===== config.mk =====
export PLATFORM = sky130hd
export DESIGN_NAME = gshare_predictor_flat
export DESIGN_NICKNAME = d
export VERILOG_FILES = /design/src/rtl/gshare_if.sv /design/src/rtl/gshare_predictor.sv /design/src/flat_wrapper.sv
export SDC_FILE = /design/constraint.sdc
export NUM_CORES = 1
export LEC_CHECK = 0
export CAP_MARGIN = 5
export CORE_MARGIN = 3
export CORE_UTILIZATION = 45
export CTS_CLUSTER_SIZE = 28
export DETAILED_ROUTE_END_ITERATION = 6
export PLACE_DENSITY = 0.7
export RECOVER_POWER = 100
export SLEW_MARGIN = 5
export SYNTH_ARGS = -nofsm -noshare
export SYNTH_HDL_FRONTEND = slang
export SYNTH_SLANG_ARGS = --single-unit

===== constraint.sdc =====
create_clock -name clk -period 2.3 [get_ports clk]
set_input_delay 0.46 -clock clk [delete_from_list [all_inputs] [get_ports clk]]
set_output_delay 0.46 -clock clk [all_outputs]
set_load 0.05 [all_outputs]

===== src/rtl/gshare_if.sv =====
// gshare_if: fetch/resolve side signals of the gshare predictor
interface gshare_if #(
    parameter int PC_W   = 8,
    parameter int IDX_W  = 4,
    parameter int HIST_W = 4
);
    logic              pred_req;
    logic [PC_W-1:0]   pred_pc;
    logic              pred_valid;
    logic              pred_taken;
    logic [IDX_W-1:0]  pred_idx;
    logic              upd_valid;
    logic [IDX_W-1:0]  upd_idx;
    logic              upd_taken;
    logic [HIST_W-1:0] ghr_out;
    modport master (
        output pred_req, pred_pc, upd_valid, upd_idx, upd_taken,
        input  pred_valid, pred_taken, pred_idx, ghr_out
    );
    modport slave (
        input  pred_req, pred_pc, upd_valid, upd_idx, upd_taken,
        output pred_valid, pred_taken, pred_idx, ghr_out
    );
endinterface


===== src/rtl/gshare_predictor.sv =====
// gshare_predictor: PC^GHR indexed 2-bit counter branch predictor, 1-cycle prediction.
// GSHARE_FWD_EN: forward a same-cycle update of the predicted entry into pred_taken.
module gshare_predictor #(
    parameter int PC_W   = 8,
    parameter int IDX_W  = 4,
    parameter int HIST_W = 4
) (
    input logic      clk,
    input logic      rst,
    gshare_if.slave  bus
);
    logic [1:0]        pht [2**IDX_W];
    logic [HIST_W-1:0] ghr;
    logic [HIST_W-1:0] ghr_nxt;
    logic [IDX_W-1:0]  idx;
    logic [1:0]        upd_cur;
    logic [1:0]        upd_cnt;
    logic              taken_c;
    logic              pv;
    logic              pt;
    logic [IDX_W-1:0]  pi;
    always_comb begin
        idx     = bus.pred_pc[IDX_W-1:0] ^ IDX_W'(ghr);
        upd_cur = pht[bus.upd_idx];
        upd_cnt = bus.upd_taken ? ((upd_cur == 2'b11) ? 2'b11 : upd_cur + 2'b01)
                                : ((upd_cur == 2'b00) ? 2'b00 : upd_cur - 2'b01);
        // truncating {ghr, taken} drops the oldest bit, also correct for HIST_W=1
        ghr_nxt = HIST_W'({ghr, bus.upd_taken});
`ifdef GSHARE_FWD_EN
        taken_c = (bus.upd_valid && idx == bus.upd_idx) ? upd_cnt[1] : pht[idx][1];
`else
        taken_c = pht[idx][1];
`endif
    end
    always_ff @(posedge clk) begin
        if (rst) begin
            for (int i = 0; i < 2**IDX_W; i++) pht[i] <= 2'b01;
            ghr <= '0;
            pv  <= 1'b0;
            pt  <= 1'b0;
            pi  <= '0;
        end else begin
            pv <= bus.pred_req;
            if (bus.pred_req) begin
                pt <= taken_c;
                pi <= idx;
            end
            if (bus.upd_valid) begin
                pht[bus.upd_idx] <= upd_cnt;
                ghr              <= ghr_nxt;
            end
        end
    end
    assign bus.pred_valid = pv;
    assign bus.pred_taken = pt;
    assign bus.pred_idx   = pi;
    assign bus.ghr_out    = ghr;
endmodule


===== src/flat_wrapper.sv =====
// flat-port wrapper written by rule: the top's interface ports become plain ports
module gshare_predictor_flat 
#(
    parameter int PC_W   = 8,
    parameter int IDX_W  = 4,
    parameter int HIST_W = 4
)
  (clk, rst, bus_pred_req, bus_pred_pc, bus_upd_valid, bus_upd_idx, bus_upd_taken, bus_pred_valid, bus_pred_taken, bus_pred_idx, bus_ghr_out);
  gshare_if #(.PC_W(PC_W), .IDX_W(IDX_W), .HIST_W(HIST_W)) bus_i ();
  input logic clk;
  input logic rst;
  input wire logic [$bits(bus_i.pred_req)-1:0] bus_pred_req;
  input wire logic [$bits(bus_i.pred_pc)-1:0] bus_pred_pc;
  input wire logic [$bits(bus_i.upd_valid)-1:0] bus_upd_valid;
  input wire logic [$bits(bus_i.upd_idx)-1:0] bus_upd_idx;
  input wire logic [$bits(bus_i.upd_taken)-1:0] bus_upd_taken;
  output wire logic [$bits(bus_i.pred_valid)-1:0] bus_pred_valid;
  output wire logic [$bits(bus_i.pred_taken)-1:0] bus_pred_taken;
  output wire logic [$bits(bus_i.pred_idx)-1:0] bus_pred_idx;
  output wire logic [$bits(bus_i.ghr_out)-1:0] bus_ghr_out;
  assign bus_i.pred_req = bus_pred_req;
  assign bus_i.pred_pc = bus_pred_pc;
  assign bus_i.upd_valid = bus_upd_valid;
  assign bus_i.upd_idx = bus_upd_idx;
  assign bus_i.upd_taken = bus_upd_taken;
  assign bus_pred_valid = bus_i.pred_valid;
  assign bus_pred_taken = bus_i.pred_taken;
  assign bus_pred_idx = bus_i.pred_idx;
  assign bus_ghr_out = bus_i.ghr_out;
  gshare_predictor #(.PC_W(PC_W), .IDX_W(IDX_W), .HIST_W(HIST_W)) u_core (.clk(clk), .rst(rst), .bus(bus_i));
endmodule

==> results of run 1 <==
[final timing paths]
kind,from,to,slack [ns]
worst max-delay path,bus_upd_idx[1],u_core.pht[0][0],0.07
worst min-delay path,u_core.bus.pred_idx[1],u_core.bus.pred_idx[1],0.50
worst max register to register,u_core.pht[1][1],u_core.pht[11][1],0.24
worst min register to register,u_core.bus.pred_idx[1],u_core.bus.pred_idx[1],0.50
[where the power goes]
part	switching (mW)	internal, mW	total, mW
sequential	0.0141	0.840	0.854
clock	0.261	0.320	0.580
combinational	0.164	0.132	0.296
total	0.438	1.29	1.73
[cell families (layout without fill, tap and decap cells)]
kind of cell,after synthesis,in the layout,synth area share (%)
xor+xnor,4,4,1.59
simple gates,96,96,21.2
buf+inv,17,55,4.36
flops,42,42,52.5
mux,20,20,16.8
fa+ha+maj,2,3,1.25
compound gates,6,6,2.21
[cell type report]
type	count	area share (%)
Sequential cell	42	42.6
Multi-Input combinational cell	129	36.2
Timing Repair Buffer	45	14.0
Tap cell	65	2.99
Clock buffer	5	2.53
Clock inverter	3	1.47
Inverter	2	0.276
[cells in the final DEF (no fill, tap or decap), types with 2 or more instances in the layout]
cell / Yosys / routed
sky130_fd_sc_hd__nor2b_1: 4 / 4
sky130_fd_sc_hd__nand4_1: 3 / 3
sky130_fd_sc_hd__clkbuf_8: 0 / 5
sky130_fd_sc_hd__buf_4: 1 / 18
sky130_fd_sc_hd__clkdlybuf4s50_1: 0 / 9
sky130_fd_sc_hd__nor2_1: 24 / 24
sky130_fd_sc_hd__xor2_1: 2 / 2
sky130_fd_sc_hd__nand2_1: 21 / 21
sky130_fd_sc_hd__inv_1: 2 / 2
sky130_fd_sc_hd__mux2i_1: 6 / 6
sky130_fd_sc_hd__nand2b_1: 13 / 13
sky130_fd_sc_hd__or2_2: 4 / 4
sky130_fd_sc_hd__nor3_1: 5 / 5
sky130_fd_sc_hd__edfxtp_1: 32 / 32
sky130_fd_sc_hd__dlygate4sd3_1: 0 / 12
sky130_fd_sc_hd__a211oi_1: 2 / 2
sky130_fd_sc_hd__maj3_4: 2 / 3
sky130_fd_sc_hd__mux4_1: 5 / 5
sky130_fd_sc_hd__mux2_2: 2 / 2
sky130_fd_sc_hd__a31o_2: 2 / 2
sky130_fd_sc_hd__clkinv_2: 0 / 2
sky130_fd_sc_hd__dfxtp_1: 10 / 10
sky130_fd_sc_hd__mux4_2: 7 / 7
sky130_fd_sc_hd__clkbuf_1: 9 / 4
sky130_fd_sc_hd__nand3_1: 14 / 14
[per-stage QoR]
step | cell area [sq um] | total power, mW | cells
after global routing | 2720 | 1.80 | 291
after global placement | 2590 | 1.15 | 282
after floorplan | 2210 | 1.06 | 187
after CTS | 2730 | 1.74 | 291
final | 2720 | 1.73 | 291
after detailed placement | 2590 | 1.16 | 282
[what timing repair did]
action / in CTS / in global routing
setup endpoints to repair: 32 / 2
pin swaps: 2 / 0
cloned: 1 / 0
resized for setup: 4 / 2
[sequential cells by signal, indices dropped and copies added, names as in the netlist]
signal                 flops
u_core.pht                32
u_core.bus.ghr_out         4
u_core.bus.pred_idx        4
u_core.bus.pred_taken      1
u_core.bus.pred_valid      1
[worst min-delay path, stage by stage (launching register included)]
cell and delay, ns:
sky130_fd_sc_hd__dfxtp_1 0.31, sky130_fd_sc_hd__nor2_1 0.09, sky130_fd_sc_hd__a211oi_1 0.05
[layer usage]
layer	up-vias	GRT usage, %
li1	758	-
met1	801	22.1
met2	65	30.1
met3	8	4.96
met4	0	8.70
met5	-	0
==> impl_summary.txt, run 1 <==
----------------------------------------------------
[Worst setup path]
  Critical path type ... input port to register
  Top fanout value on the critical path ... 10
  Nature of the critical path endpoint ... register
  Arrival time worst endpoint ... 2.40 ns
  Worst path slowest cell ... sky130_fd_sc_hd__clkdlybuf4s50_1
  Cell with the most instances on the worst path ... sky130_fd_sc_hd__nand3_1
  WP data required ... 2.46 ns
  Worst path bufs/invs ... 2
  Cell type group with the largest total delay on the critical path ... buffers and inverters
  Critical Path Stages ... 7
  Kind of launch point of the worst setup path ... input port
  Critical-path cell list ... clkdlybuf4s50_1 > buf_4 > mux4_2 > nand3_1 > nand4_1 > maj3_4 > nand3_1
  Delay of the slowest cell on the worst path ... 0.54 ns
  Depth of the worst register-to-register path ... 5

[Drt]
  Vias per std cell ... 5.61
  Detailed-route wire length on metal 1 ... 2060 um
  Via count of the routed design ... 1632
  Detailed-router iteration count before antenna repair ... 4
  Top layer in use ... met4
  Routed Wire Length ... 4940 um
  ANT nets after route ... 0
  Met3 wirelength from detailed routing ... 344 um
  Violation count after the first detailed-routing iteration ... 126
  Number of DRC violations after detailed routing ... 0
  Detailed route wirelength on metal2 ... 2450 um
  Routed length per placed instance ... 17.0 um

[Clocking]
  CTS tree ... done
  Sink Count ... 42
  Clock buffer count from CTS ... 5
  Clock root buffer master ... sky130_fd_sc_hd__clkbuf_8
  Clock latency reported for the late side of the worst-skew pair ... 0.30 ns
  Buffers inserted during post-CTS setup optimization ... 0
  Maximum root-to-sink buffer count ... 2
  Hold buffer count at CTS ... 0
  H-tree depth ... 2
  Clk slew on worst S/H paths ... 0.08 ns

[STA]
  Min setup slack post-route ... 0.0677 ns
  Relative max-transition margin ... 66.0%
  Post-layout min period ... 2.23 ns
  Final Slew Violations ... 0
  Number of hold violations in the final report ... 0
  Final setup violating endpoints ... 0
  WHS ... 0.497 ns
  Highest clock rate ... 448 MHz
  Final period util ... 97.1%
  Setup repair after global routing missed its margin ... no
  Worst Tran Pin Value ... 0.509 ns
  Setup tns final ... 0 ns
  Clock Skews ... 0.00411 ns

[Synth]
  Synth area leaders ... sky130_fd_sc_hd__edfxtp_1, sky130_fd_sc_hd__dfxtp_1, sky130_fd_sc_hd__mux4_2, sky130_fd_sc_hd__mux4_1, sky130_fd_sc_hd__nor2_1
  Yosys top cell by area ... sky130_fd_sc_hd__edfxtp_1
  Post-synth top flop ... sky130_fd_sc_hd__edfxtp_1
  EDFF count, synth ... 32
  Most frequent cell after synthesis ... sky130_fd_sc_hd__edfxtp_1
  Syn_area_per_cell ... 11.8 sq um
  Distinct cell type count after synthesis ... 34
  Post-synthesis instance area ... 2210 sq um
  Yosys top cell area share ... 43.5%
  Synth Warn # ... 0
  Proportion of synthesized flip-flops having asynchronous set or reset ... 0%
  Post-Synthesis Net Count ... 204
  Flops & latches, synth ... 42
  Sequential cell area fraction in the yosys report ... 52.5%
  Cell types with the highest counts after synthesis ... sky130_fd_sc_hd__edfxtp_1, sky130_fd_sc_hd__nor2_1, sky130_fd_sc_hd__nand2_1
  Number of instances in the synthesized netlist ... 187

[Global routing]
  Number of antenna violations at the first check in global routing ... 0
  Global routing usage summed across all routing layers ... 18.2%
  Largest net degree at the start of global routing ... 23
  Number of global-route vias before repair ... 1690
  First-pass GRT wire length ... 8200 um
  Overflow left after global routing ... 0

[Power and ir drop]
  Leakage power ... 0.971 nW
  Pwr/cell area ... 635 nW/um^2
  Maximum vdd ir drop ... 0.315 mV

[Status]
  Outcome ... finished, final reports clean

[Floorplanning]
  # IOs ... 27
  Effective utilization at floorplan ... 48.7%
  Number of rows in the core area ... 24
  Core region area ... 4530 sq um
  Horiz. Die Dim ... 76.1 um
  Area of the die ... 5790 sq um
  Height of the chip ... 76.1 um

[Job]
  Maximum capacitance violations ... 0

[Finish]
  Register cell area after layout ... 1160 sq um
  Final Util ... 60.1%
  Diode count ... 0
  Final-layout fill cell count ... 389
  Post-layout net count ... 242
  Proportion of layout cells with a drive suffix above 1 ... 21.7%
  Signed area change from the synthesized netlist to the final layout ... 23.3%
  Area of the multi-input gates ... 985 sq um

[Hold path]
  Worst hold path stage count ... 2
  Worst hold path type ... register to register

[Placed design]
  Placer congestion estimate ... 0.877
  Post-DP HPWL ... 3600 um
  Count of input and output buffers ... 22
  Pre-CTS worst setup slack ... -0.493 ns

----------------------------------------------------
Note: power is estimated with default switching activity, not from simulation.
==> run 2, diff against run 1 <==
Settings changed: CORE_MARGIN 3 to 8.
==> run 2 against run 1 <==
  * Non-clock buffer count fell by 2
  * Clock skew barely moved
  * Worst setup slack improved by 0.093 ns
  * Cell count rose by 0.34%
  * Combinational power barely moved
  * Via count fell by 3.4%
  * Routed wire length barely moved
  * Largest cell class unchanged
  * Largest power group unchanged
==> impl_summary.txt, run 2 (synthesized netlist as in run 1, its figures left out) <==
----------------------------------------------------
[Status]
  Outcome ... finished, final reports clean

[Worst setup path]
  Critical path type ... register to register
  WP data required ... 2.33 ns
  Kind of launch point of the worst setup path ... register
  Worst path slowest cell ... sky130_fd_sc_hd__mux4_1
  Arrival time worst endpoint ... 2.17 ns
  Delay of the slowest cell on the worst path ... 0.53 ns
  Critical-path cell list ... mux4_1 > a22oi_1 > and3_2 > maj3_4 > nand4_1
  Cell type group with the largest total delay on the critical path ... multiplexers
  Top fanout value on the critical path ... 8
  Nature of the critical path endpoint ... register
  Worst path bufs/invs ... 0

[Power and ir drop]
  Pwr/cell area ... 640 nW/um^2
  P_sw ... 0.441 mW
  Sequential fraction of design power ... 49.2%
  Maximum vdd ir drop ... 0.371 mV
  Clock network power share ... 33.7%
  Fraction of power consumed by combinational cells ... 17.1%
  Switching Share ... 25.4%
  Leakage power ... 0.953 nW
  Internal power of the cells ... 1.29 mW

[STA]
  Worst Tran Pin Value ... 0.510 ns
  Final period util ... 93.0%
  Min setup slack post-route ... 0.161 ns
  Relative max-transition margin ... 65.9%
  Highest clock rate ... 468 MHz
  Setup repair after global routing missed its margin ... no
  Final Slew Violations ... 0
  Clock Skews ... 0.00409 ns
  Final setup violating endpoints ... 0
  Number of hold violations in the final report ... 0
  Post-layout min period ... 2.14 ns
  Setup tns final ... 0 ns

[Global routing]
  Met1 Use GR ... 19.3%
  Overflow left after global routing ... 0
  Largest net degree at the start of global routing ... 27
  Met2 Use GR ... 20.9%
  Met3 track demand over resource ... 4.11%
  Number of global-route vias before repair ... 1571
  Number of antenna violations at the first check in global routing ... 0
  First-pass GRT wire length ... 8110 um
  Global routing usage summed across all routing layers ... 14.2%
  GRT busiest layer ... met2

[Finish]
  Signed area change from the synthesized netlist to the final layout ... 22.6%
  Flip-flop count of the largest register, all copies and words added ... 32
  Diode count ... 0
  Post-layout net count ... 241
  Final Util ... 57.4%
  Register containing the most flip-flops in the final layout ... u_core.pht
  Layout Cell Area excl Fill ... 2710 sq um
  Leading cell type in the layout, fill and taps excluded ... sky130_fd_sc_hd__edfxtp_1
  Proportion of layout cells with a drive suffix above 1 ... 21.3%
  Top library cells by usage in the layout, fill and taps aside ... sky130_fd_sc_hd__edfxtp_1, sky130_fd_sc_hd__nor2_1, sky130_fd_sc_hd__nand2_1

[Hold path]
  Worst hold path type ... register to register

[Clocking]
  H-tree depth ... 2
  CTS tree ... done
  Sink Count ... 42
  Maximum root-to-sink buffer count ... 2
  Buffers inserted during post-CTS setup optimization ... 0
  Hold buffer count at CTS ... 0
  Clk slew on worst S/H paths ... 0.08 ns
  Clock root buffer master ... sky130_fd_sc_hd__clkbuf_8
  Clock latency reported for the late side of the worst-skew pair ... 0.29 ns
  Clock buffer count from CTS ... 5

[Placed design]
  Dpl cell area ... 2580 sq um
  Post-DP HPWL ... 3500 um
  Pre-CTS worst setup slack ... -0.527 ns
  Count of input and output buffers ... 22
  Placer congestion estimate ... 0.858

[Drt]
  Routed Wire Length ... 4940 um
  Vias per std cell ... 5.40
  ANT nets after route ... 0
  Detailed-router iteration count before antenna repair ... 5
  Number of DRC violations after detailed routing ... 0
  Violation count after the first detailed-routing iteration ... 127
  Via count of the routed design ... 1577
  Routed length per placed instance ... 16.9 um

[Floorplanning]
  Height of the chip ... 86.1 um
  Core region area ... 4720 sq um
  Horiz. Die Dim ... 86.1 um
  Effective utilization at floorplan ... 46.8%
  # IOs ... 27
  Area of the die ... 7410 sq um
  Number of rows in the core area ... 25

[Job]
  Maximum capacitance violations ... 0

----------------------------------------------------
-- run 2: area by class of cell --
cell class | instances | area, sq um
clock buffer | 5 | 68.8
clock inverter | 3 | 45.0
fill | 410 | 2010
inverter | 2 | 7.51
multi-input combinational | 130 | 986
sequential | 42 | 1160
tap | 67 | 83.8
timing repair buffer | 43 | 357
-- run 2: stage by stage --
| stage | total power [mW] | cells | hold slack, ns |
|---|---|---|---|
| floorplan | 1.06 | 187 | 0.607 |
| global placement | 1.16 | 282 | 0.478 |
| detailed placement | 1.16 | 282 | 0.480 |
| CTS | 1.75 | 292 | 0.497 |
| global route | 1.80 | 292 | 0.515 |
| finish | 1.73 | 292 | 0.487 |
-- run 2: path summary, 6_finish.rpt --
path	startpoint	end	slack, ns	cells past startpoint
setup / recovery	u_core.pht[1][1]	u_core.pht[12][0]	0.16	5
hold / removal	u_core.bus.pred_idx[3]	u_core.bus.pred_idx[3]	0.49	2
setup reg to reg	u_core.pht[1][1]	u_core.pht[12][0]	0.16	5
hold reg to reg	u_core.bus.pred_idx[3]	u_core.bus.pred_idx[3]	0.49	2
-- run 2: power by group through the flow --
stage	clock, mW	sequential (mW)	combinational, mW
finish	0.584	0.854	0.296
CTS	0.598	0.854	0.301
detailed placement	0	0.871	0.288
global route	0.627	0.857	0.317
floorplan	0	0.899	0.161
global placement	0	0.871	0.286
-- run 2: repair_timing --
action                                  in CTS  in global routing
cloned                                       2                  0
pin swaps                                    3                  1
resized for setup                            3                  4
endpoints found under the hold margin        0                  0
endpoints found under the setup margin      32                 25
-- run 2: layer usage --
| metal | part of all wire (%) | vias to the layer above |
|---|---|---|
| met5 | 0 | - |
| met3 | 8.1 | 6 |
| met1 | 46 | 755 |
| li1 | - | 757 |
| met4 | 1.4 | 0 |
| met2 | 45 | 59 |
-- run 2: tightest hold or removal path: stages, from the launching register on --
cell and delay [ns]:
sky130_fd_sc_hd__dfxtp_1 0.31, sky130_fd_sc_hd__nor2_1 0.08, sky130_fd_sc_hd__a211oi_1 0.05
